## config.mk

```make
export PLATFORM = sky130hd
export DESIGN_NAME = array_mult_seq
export DESIGN_NICKNAME = d
export VERILOG_FILES = /design/src/rtl/array_mult_seq.sv
export SDC_FILE = /design/constraint.sdc
export NUM_CORES = 1
export LEC_CHECK = 0
export CAP_MARGIN = 15
export CORE_UTILIZATION = 50
export DETAILED_ROUTE_END_ITERATION = 6
export MAX_ROUTING_LAYER = met4
export PLACE_DENSITY = 0.75
export SLEW_MARGIN = 25
export SYNTH_ARGS = -nofsm -noshare
export SYNTH_HDL_FRONTEND = slang
export SYNTH_SLANG_ARGS = --single-unit
```

## constraint.sdc

```tcl
create_clock -name clk -period 3.95 [get_ports clk]
set_input_delay 0.5925 -clock clk [delete_from_list [all_inputs] [get_ports clk]]
set_output_delay 0.5925 -clock clk [all_outputs]
set_load 0.005 [all_outputs]
```

## src/rtl/array_mult_seq.sv

```systemverilog
// -----------------------------------------------------------------------------
// array_mult_seq
//   Iterative shift-add multiplier: one partial-product row per clock.
//   Sequential successor to the 4x4 combinational array multiplier.
//   Operands are taken over a valid/ready handshake, multiplied either as
//   unsigned or as two's complement (chosen per transaction by in_signed),
//   and the 2*WIDTH-bit product is returned over a valid/ready handshake.
//
// Parameters
//   WIDTH      operand width in bits, 2..32
//
// Ports
//   clk        rising-edge clock
//   rst_n      asynchronous active-low reset
//   in_valid   operands present on in_a / in_b / in_signed
//   in_ready   block can accept operands (decoded from state only)
//   in_a       multiplicand
//   in_b       multiplier
//   in_signed  1 = both operands two's complement, 0 = both unsigned
//   out_valid  out_p holds a finished product
//   out_ready  consumer takes the product
//   out_p      product, signed or unsigned per the accepted in_signed
// -----------------------------------------------------------------------------
module array_mult_seq #(
    parameter int unsigned WIDTH = 8
) (
    input  logic                 clk,
    input  logic                 rst_n,
    input  logic                 in_valid,
    output logic                 in_ready,
    input  logic [WIDTH-1:0]     in_a,
    input  logic [WIDTH-1:0]     in_b,
    input  logic                 in_signed,
    output logic                 out_valid,
    input  logic                 out_ready,
    output logic [2*WIDTH-1:0]   out_p
);

    generate
        if (WIDTH < 2 || WIDTH > 32) begin : g_width_check
            $fatal(1, "array_mult_seq: WIDTH must be in 2..32");
        end
    endgenerate

    localparam int unsigned CW = $clog2(WIDTH);

    typedef enum logic [1:0] {
        S_IDLE = 2'd0,
        S_CALC = 2'd1,
        S_DONE = 2'd2
    } state_t;

    state_t                 r_state;
    state_t                 w_state_nxt;

    logic [WIDTH-1:0]       r_mag_a;
    logic [WIDTH-1:0]       r_mag_b;
    logic                   r_neg;
    logic [2*WIDTH-1:0]     r_acc;
    logic [CW-1:0]          r_cnt;
    logic [2*WIDTH-1:0]     r_p;

    logic                   w_accept;
    logic                   w_last;
    logic [WIDTH-1:0]       w_mag_a;
    logic [WIDTH-1:0]       w_mag_b;
    logic                   w_neg;
    logic [2*WIDTH-1:0]     w_pp;
    logic [2*WIDTH-1:0]     w_acc_sum;

    // ---------------------------------------------------------------- FSM
    always_ff @(posedge clk or negedge rst_n) begin
        if (!rst_n) begin
            r_state <= S_IDLE;
        end else begin
            r_state <= w_state_nxt;
        end
    end

    always_comb begin
        w_state_nxt = r_state;
        in_ready    = 1'b0;
        out_valid   = 1'b0;
        w_accept    = 1'b0;
        w_last      = 1'b0;
        case (r_state)
            S_IDLE: begin
                in_ready = 1'b1;
                if (in_valid) begin
                    w_accept    = 1'b1;
                    w_state_nxt = S_CALC;
                end
            end
            S_CALC: begin
                if (r_cnt == CW'(WIDTH - 1)) begin
                    w_last      = 1'b1;
                    w_state_nxt = S_DONE;
                end
            end
            S_DONE: begin
                out_valid = 1'b1;
                if (out_ready) begin
                    w_state_nxt = S_IDLE;
                end
            end
            default: begin
                w_state_nxt = S_IDLE;
            end
        endcase
    end

    // ----------------------------------------------------------- datapath
    // The most negative operand negates to 2^(WIDTH-1), which still fits in
    // WIDTH unsigned bits, so magnitudes never need an extra bit.
    always_comb begin
        w_mag_a = (in_signed && in_a[WIDTH-1]) ? -in_a : in_a;
        w_mag_b = (in_signed && in_b[WIDTH-1]) ? -in_b : in_b;
        w_neg   = in_signed && (in_a[WIDTH-1] ^ in_b[WIDTH-1]);
    end

    always_comb begin
        w_pp      = r_mag_b[r_cnt] ? ({{WIDTH{1'b0}}, r_mag_a} << r_cnt) : '0;
        w_acc_sum = r_acc + w_pp;
    end

    always_ff @(posedge clk or negedge rst_n) begin
        if (!rst_n) begin
            r_mag_a <= '0;
            r_mag_b <= '0;
            r_neg   <= 1'b0;
            r_acc   <= '0;
            r_cnt   <= '0;
            r_p     <= '0;
        end else if (w_accept) begin
            r_mag_a <= w_mag_a;
            r_mag_b <= w_mag_b;
            r_neg   <= w_neg;
            r_acc   <= '0;
            r_cnt   <= '0;
        end else if (r_state == S_CALC) begin
            r_acc <= w_acc_sum;
            r_cnt <= r_cnt + CW'(1);
            // The final row is folded in here so the product is ready on the
            // same edge that enters DONE; negating zero yields zero.
            if (w_last) begin
                r_p <= r_neg ? -w_acc_sum : w_acc_sum;
            end
        end
    end

    assign out_p = r_p;

endmodule

```

Word level (Yosys, flattened, before mapping):

Index checks and enable logic that the tools add are counted.

* register bits after elaboration: 54
* output and inout bits: 18
* logic and storage cells: 49

* $add $sub $neg: 5
* $lt $le $gt $ge: 1
* equality and inequality tests: 6
* shift-type cells: 1
* mux-type cells: 20
* bitwise logic cells: 2
* reduce and logical (&&, ||, !) cells: 7

Operators by type and width (count)
* $mux 16: 4
* $add 16x16->16: 1
* $mux 8: 2
* $neg 16->16: 1
* $neg 8->8: 2
* $shl 8x3->16: 1
* $mux 1: 7
* $mux 2: 3
* $mux 3: 2
* $ne 2x2->1 const B: 3
* $pmux 2 s3: 1
* $reduce_and 3->1: 2
* $lt 3x4->1 const B: 1
* $add 3x1->3 const B: 1
* $bmux 1 s3: 1
* $eq 3x3->1 const B: 1
* $logic_and 1x1->1: 3
* $eq 2x1->1 const B: 1
* $eq 2x2->1 const B: 1
* $logic_not 2->1: 1
* $reduce_bool 2->1: 1
* $not 1->1: 1
* $xor 1x1->1: 1

Longest topological paths before layout:

Gate-level depths: netlist of run 1.

* word-level depth: 6
* mapped depth: 19
* gate-level depth less buffers: 16

Worst setup path after synthesis of run 1:

Ideal clock, no wire load.

* kind: reg2reg
* from: register r_cnt[0]
* to: register r_p[14], in the netlist out_p[14]
* library setup time: 132 ps
* arrival: 3957 ps
* required time: 3818 ps
* slack: -140 ps
* cell stages (with the launch flop): 17
* buffers on the path: 2
* cell sequence: dfrtp_1 -> clkbuf_1 -> mux4_2 -> nand2_1 -> and2_1 -> clkbuf_1 -> a21oi_1 -> ha_1 -> a21o_1 -> a31oi_1 -> and2_1 -> xor2_2 -> and4_1 -> or4b_1 -> o21ai_1 -> xor2_1 -> o21ai_1

* cells in the longest elaborated chain, start to end: 6

RTL lines
* start, declared: RTL line 60 `logic [CW-1:0] r_cnt;`
* start signal, assigned: RTL line 142 `r_cnt <= r_cnt + CW'(1);`
* $bmux 1 s3: RTL line 122 `w_pp = r_mag_b[r_cnt] ? ({{WIDTH{1'b0}}, r_mag_a} << r_cnt) : '0;`
* $mux 1 (not written as such): RTL line 122
* $mux 16: RTL line 122
* $add 16x16->16: RTL line 123 `w_acc_sum = r_acc + w_pp;`
* $neg 16->16: RTL line 146 `r_p <= r_neg ? -w_acc_sum : w_acc_sum;`
* $mux 16: RTL line 146
* end signal, assigned: RTL line 146
* end, declared: RTL line 61 `logic [2*WIDTH-1:0] r_p;`

Parallel ways exist; a longest one is shown, timed or not. The select of a mux whose other input is x is not followed.
A chain may end at the register's enable or synchronous reset.

Worst setup path in the final report of run 1:

* from: register r_cnt[0]
* to: register r_p[15], in the netlist out_p[15]

The elaborated chain is that of the path after synthesis.

==> results of run 1 <==
## through the flow
step / cell area, µm² / TNS [ns]
2_1_floorplan: 3700 / 0
3_3_place_gp: 4260 / 0
3_5_place_dp: 4260 / -0.0969
4_1_cts: 4350 / 0
5_1_grt: 4460 / -0.0747
6_report: 4460 / 0
## Yosys cell counts (3+ instances only)
master and instances:
a31oi_1 4, a21o_1 4, nand3_1 31, xnor2_1 23, or3_1 5, nand2b_1 3
mux2i_1 7, clkbuf_1 22, nand4_1 3, a211oi_1 4, mux2_2 3, and2_1 4
xor2_1 13, a21oi_1 20, o21ai_0 48, o31ai_1 6, o21ai_1 9, ha_1 20
nor2_1 35, inv_1 12, nand2_1 72, nor3_1 5, dfrtp_1 54
## state kept, by name, summed over array words and instances (netlist names)
signal	flops
out_p	16
r_mag_a	8
r_mag_b	8
r_acc	16
r_state	2
r_cnt	3
r_neg	1
## cells by family after synthesis
logic type / synth area share
compound gates: 0.184
simple gates: 0.208
buf+inv: 0.0355
mux: 0.0402
xor+xnor: 0.0939
flops: 0.365
fa+ha+maj: 0.0730
## metal layers
layer | up-vias | track usage
met1 | 1519 | 0.262
met4 | 0 | 0.0484
met5 | - | -
met2 | 69 | 0.418
met3 | 7 | 0.0396
li1 | 1624 | -
## worst reg2reg max path: stages (launching register included)
cell	delay (ns)
dfrtp_1	0.41
mux4_2	0.52
nand2_2	0.13
and2_2	0.22
a21oi_1	0.07
ha_2	0.33
a21o_4	0.25
a221oi_2	0.28
o21bai_1	0.11
xnor2_1	0.24
inv_2	0.07
or4_4	0.54
o31ai_2	0.29
xnor2_1	0.15
o21ai_1	0.07
## power by group through the flow
stage | Clock (mW) | Sequential, mW | Combinational, mW
5_1_grt | 0.339 | 1.02 | 2.93
6_report | 0.317 | 0.991 | 2.62
3_3_place_gp | 0 | 0.988 | 2.42
3_5_place_dp | 0 | 1.00 | 2.48
4_1_cts | 0.317 | 0.988 | 2.49
2_1_floorplan | 0 | 0.922 | 1.75
## layout by cell type, fill, tap and decap left out, types with 2 or more instances in the layout
cell,n
xor2_1,12
nand2_2,2
a21o_1,2
mux2i_1,7
o31ai_1,6
o21ai_1,9
a21oi_1,19
nand3b_1,2
a211oi_1,3
o21ai_2,2
a21oi_2,2
nand4_1,3
clkdlybuf4s50_1,37
buf_4,23
dfrtp_1,53
or3_1,5
xnor2_1,23
nor2_1,34
a21o_4,2
and2_1,2
nand3_1,31
mux2_2,3
nand2b_1,2
a31oi_1,3
ha_1,19
mux4_2,2
nand2_1,70
xor2_2,3
o21ai_0,47
o31ai_2,2
o21a_1,2
clkbuf_8,6
inv_1,12
nor2b_1,2
nor3_1,5
o21bai_1,2
## repair_timing
| action | in CTS | in global routing |
|---|---|---|
| setup buffers | 0 | 4 |
| pin swaps | 0 | 6 |
| gates resized for setup | 1 | 18 |
| endpoints found under the setup margin | 4 | 7 |
## path summary, 6_finish.rpt
path / slack (ns) / end / cells after the start / from
setup / recovery: 0.13 / out_p[15] / 14 / r_cnt[0]
hold / removal: 0.39 / out_p[1] / 2 / rst_n
setup reg to reg: 0.13 / out_p[15] / 14 / r_cnt[0]
hold reg to reg: 0.48 / out_p[8] / 2 / out_p[8]
max in group asynchronous: 3.09 / r_cnt[1] / 2 / rst_n
min in group clk: 0.48 / out_p[8] / 2 / out_p[8]
## final cells by class
| class | count | area (µm²) |
|---|---|---|
| well taps | 99 | 124 |
| flip-flops and latches | 54 | 1350 |
| inverters | 13 | 48.8 |
| fillers | 667 | 2760 |
| repair buffers | 61 | 548 |
| clock buffers | 6 | 82.6 |
| multi-input cells | 352 | 2300 |
==> results.md, run 1 <==
- Combinational share of power: 0.667
- Worst-path maximum fanout: 7
- CTS tree: yes
- WL met1: 3.48 mm
- Post-synth top area share: 0.365
- Die height: 88.1 µm
- Fmax: approximately 260 MHz
- Routed Antenna Nets: 0
- Critical Path Start Type: register
- Sw power: 1.78 mW
- Pre-CTS setup slack: -0.0344 ns
- Clock period minus worst slack: ~3.8 ns
- Clock Latency Late Sink: 0.32 ns
- # port buffers: 38
- Initial antenna violation count: 0
- Worst Skew: about 0.012 ns
- Yosys top cell by area: dfrtp_1
- Library cells used by synthesis: 50
- Via count: about 3200
- Clock sink count: 54
- Crit path kind: reg2reg
- Pins Over Slew Limit: 0
- Inserted Clock Buffers: 5
- Non-Filler Instances: 585
- Fraction of layout cells with a size suffix above 1: 0.134
- Iter 0 DRT Violations: 122
- DRC viols: 0
- Slew Limit Headroom: 0.419
- Syn Inst Count: 441
- Hold buffers post-CTS: 0
- Antenna Cells: 0
- Vias in the first global route: 3027
- Cell internal pwr: 2.15 mW
- Total grt overflow: 0
- Largest net degree at the start of global routing: 55
- Synthesized cell area: 3700 µm²
- Fraction of registers with async set/reset: 1.00
- Row count: 31
- Crit path max-delay family: compound AO/OA/AOI/OAI gates
- Critical Path Max Stage Delay: 0.54 ns
- WL met2: 4.03 mm
- Metal3 WL: 318 µm
- Syn nets: 483
- Util after Layout: 0.618
- Top Layer Used: met4
- MaxCap Viol Count: 0
- Maximum VDD drop: between 300 and 400 µV
- Clk pin slew, worst setup/hold paths: around 0.1 ns
- Root buffer cell: clkbuf_8
- #FFs+latches synth: 54
- Die width: 88.1 µm
- Worst EP arrival: 3.99 ns
- CTS Buffer Depth: 2
- GRT Util Overall: 0.229
- Critical Path, Cell by Cell: mux4_2 -> nand2_2 -> and2_2 -> a21oi_1 -> ha_2 -> a21o_4 -> a221oi_2 -> o21bai_1 -> xnor2_1 -> inv_2 -> or4_4 -> o31ai_2 -> xnor2_1 -> o21ai_1
- Critical path buffers and inverters: 1
- DP HPWL: approximately 6 mm
- H-tree lvl count: 2
- Top post-synthesis cells by area: dfrtp_1 36%, nand2_1 7.3%, ha_1 6.8%
- Endpoints failing hold: 0
- Core region area: 7210 µm²
- LEAKAGE: 1.95 nW
- Initial Utilization: 0.513
- Slowest CP cell: or4_4
- Critical path endpoint category: register
- Hold Path Class: in2async
- Clk network pwr share: 0.081
- Synth Warn #: 0
- Num ports: 39
- Average wire per standard cell: 13.6 µm
- Placed Cells: 575
- Post-synth EDFFs: 0
- Crit share post-route: 0.967
- WHS: 0.389 ns
- Part of the power in registers: 0.252
- Outcome: complete, no violations
- Power Total: between 3 and 4 mW
- DRT Pass-1 Iters: 4
- Switching share of power: 0.453
- Via/cell ratio: roughly 5.5
- Required time of the critical path: 4.12 ns
- Synth Flop Type: dfrtp_1
- Fin worst setup slack: 0.131 ns
- Nets: 529
- Post-synthesis sequential area ratio: 0.365
- Syn Area/Cell: 8.40 µm²
- Total wire length: 7.93 mm
- Pwr per Cell Area: 882 nW/µm²
- Worst-margin pin slew: 0.869 ns
- Endpoints failing setup: 0
- Most used cell, CP: xnor2_1
- Die ar.: 7760 µm²
- First-pass GRT wire length: 13.4 mm
- P&R area growth vs syn: 20.3%
- GPL Wtd Cong: ~0.87
No activity file was read; power rests on OpenSTA's default activity.
==> run 2: changes to the inputs <==
--- a/config.mk
+++ b/config.mk
@@ -6,10 +6,10 @@
 export NUM_CORES = 1
 export LEC_CHECK = 0
 export CAP_MARGIN = 15
-export CORE_UTILIZATION = 50
+export CORE_UTILIZATION = 45
 export DETAILED_ROUTE_END_ITERATION = 6
 export MAX_ROUTING_LAYER = met4
-export PLACE_DENSITY = 0.75
+export PLACE_DENSITY = 0.68
 export SLEW_MARGIN = 25
 export SYNTH_ARGS = -nofsm -noshare
 export SYNTH_HDL_FRONTEND = slang
==> run 2 against run 1 <==
Effect of this change:
- worst hold slack lost 0.10 ns
- clock skew fell by 0.0040 ns
- total power is 1.1% lower
- clock power rose by 2%
- utilization decreased by 5.3 points
- critical path type unchanged
- clock-buffer cell count rose by 1
- non-clock buffer count fell by 4
==> results.md, run 2 (synthesis gave the netlist of run 1 again) <==
- Endpoints failing setup: 0
- Hold Path Class: in2async
- Inserted Clock Buffers: 5
- Die ar.: 8600 µm²
- Root buffer cell: clkbuf_8
- P&R area growth vs syn: 19.7%
- Antenna Cells: 0
- DP HPWL: 6.02 mm
- Pwr per Cell Area: 876 nW/µm²
- Non-Filler Instances: 586
- Row count: 32
- TNS Setup: 0 ns
- Crit share post-route: 0.950
- Iter 0 DRT Violations: 151
- Core region area: 7850 µm²
- DRC viols: 0
- Placed Cells: 577
- # port buffers: 38
- Clock period minus worst slack: 3.75 ns
- MaxCap Viol Count: 0
- Nets: 525
- Required time of the critical path: about 4.1 ns
- Initial Utilization: 0.472
- Die height: around 90 µm
- Clock sink count: 54
- Clock Latency Late Sink: a little over 0.3 ns
- H-tree lvl count: 2
- Commonest cells after routing, fill and taps aside: 70 x nand2_1, 52 x dfrtp_1, 48 x o21ai_0, 37 x clkdlybuf4s50_1, 35 x nor2_1
- Fmax: 267 MHz
- Total wire length: 7.69 mm
- Largest net degree at the start of global routing: 50
- Crit path kind: reg2reg
- Endpoints failing hold: 0
- Vias in the first global route: 3017
- Clk pin slew, worst setup/hold paths: around 0.1 ns
- Worst-margin pin slew: 0.879 ns
- Via/cell ratio: between 5 and 6
- CTS tree: yes
- Slew Limit Headroom: 0.412
- Fin worst setup slack: about 0.20 ns
- RSZ-0062 raised after global routing: no
- Critical Path Start Type: register
- Worst EP arrival: 3.93 ns
- LEAKAGE: 1.95 nW
- CTS Buffer Depth: 2
- Filler cells: 710
- Finished Cell Area: between 4000 and 5000 µm²
- Pre-CTS setup slack: -0.0652 ns
- Outcome: complete, no violations
- GRT Util Overall: 0.198
- GPL Wtd Cong: around 0.90
- Worst-path maximum fanout: 5
- Most common cell after layout, fill and taps aside: nand2_1
- Worst Skew: about 0.008 ns
- Hold buffers post-CTS: 0
- Fraction of layout cells with a size suffix above 1: 0.126
- Average wire per standard cell: 13.1 µm
- DRT Pass-1 Iters: 5
- Initial antenna violation count: 0
- Util after Layout: 0.565
- Total grt overflow: 0
- Placed cell area: 4260 µm²
- Routed Antenna Nets: 0
- Maximum VDD drop: 342 µV
- Die width: 92.7 µm
- Num ports: 39
- Via count: 3155
- Critical path endpoint category: register
- First-pass GRT wire length: 13.3 mm
- Pins Over Slew Limit: 0
-- run 2: per-layer routing --
metal / part of all wire / routed length [µm] / global-route usage / vias to the layer above
li1: - / - / - / 1618
met1: 0.46 / 3540 / 0.233 / 1468
met2: 0.49 / 3790 / 0.349 / 62
met3: 0.036 / 274 / 0.0320 / 7
met4: 0.010 / 78 / 0.0551 / 0
met5: 0 / 0 / - / -
-- run 2: final cells by class --
class	instances	area [µm²]	area share
multi-input combinational	352	2290	0.517
sequential	54	1350	0.305
timing repair buffer	57	518	0.117
tap	102	128	0.0288
clock buffer	7	86.3	0.0195
inverter	13	48.8	0.0110
clock inverter	1	5.00	0.00113
-- run 2: what timing repair did --
item | CTS | global route
hold endpoints to repair | 0 | 0
pin swaps | 0 | 3
resized for setup | 3 | 16
gates cloned | 0 | 0
setup endpoints to repair | 5 | 7
setup buffers | 0 | 1
-- run 2: critical path, stage by stage, from the launching register on --
cell,delay [ns]
dfrtp_2,0.41
mux4_2,0.55
nand2_4,0.11
nor2_1,0.06
ha_1,0.20
fa_2,0.36
a21o_1,0.24
a221oi_4,0.38
o21ai_2,0.12
or3b_1,0.40
a21oi_2,0.14
xnor2_1,0.13
o31ai_2,0.29
xnor2_1,0.14
o21ai_1,0.07
-- run 2: path summary, 6_finish.rpt --
path | start | end | slack (ns) | cells past startpoint
worst max register to register | r_cnt[0] | out_p[15] | 0.20 | 14
worst max-delay path | r_cnt[0] | out_p[15] | 0.20 | 14
max in group asynchronous | rst_n | r_acc[11] | 2.88 | 2
worst min register to register | r_mag_b[7] | r_mag_b[7] | 0.48 | 2
worst min-delay path | rst_n | out_p[0] | 0.28 | 1
min in group clk | r_mag_b[7] | r_mag_b[7] | 0.48 | 2
-- run 2: metrics by stage --
stage,power (mW),hold slack (ns)
after detailed placement,3.46,0.463
after floorplan,2.67,0.297
after global routing,4.25,0.334
final,3.88,0.285
after global placement,3.40,0.461
after CTS,3.80,0.308
-- run 2: power by group --
part           internal (mW)  switching [mW]  total (mW)
Sequential             0.795           0.199       0.994
Combinational           1.19            1.38        2.57
Clock                  0.142           0.182       0.324
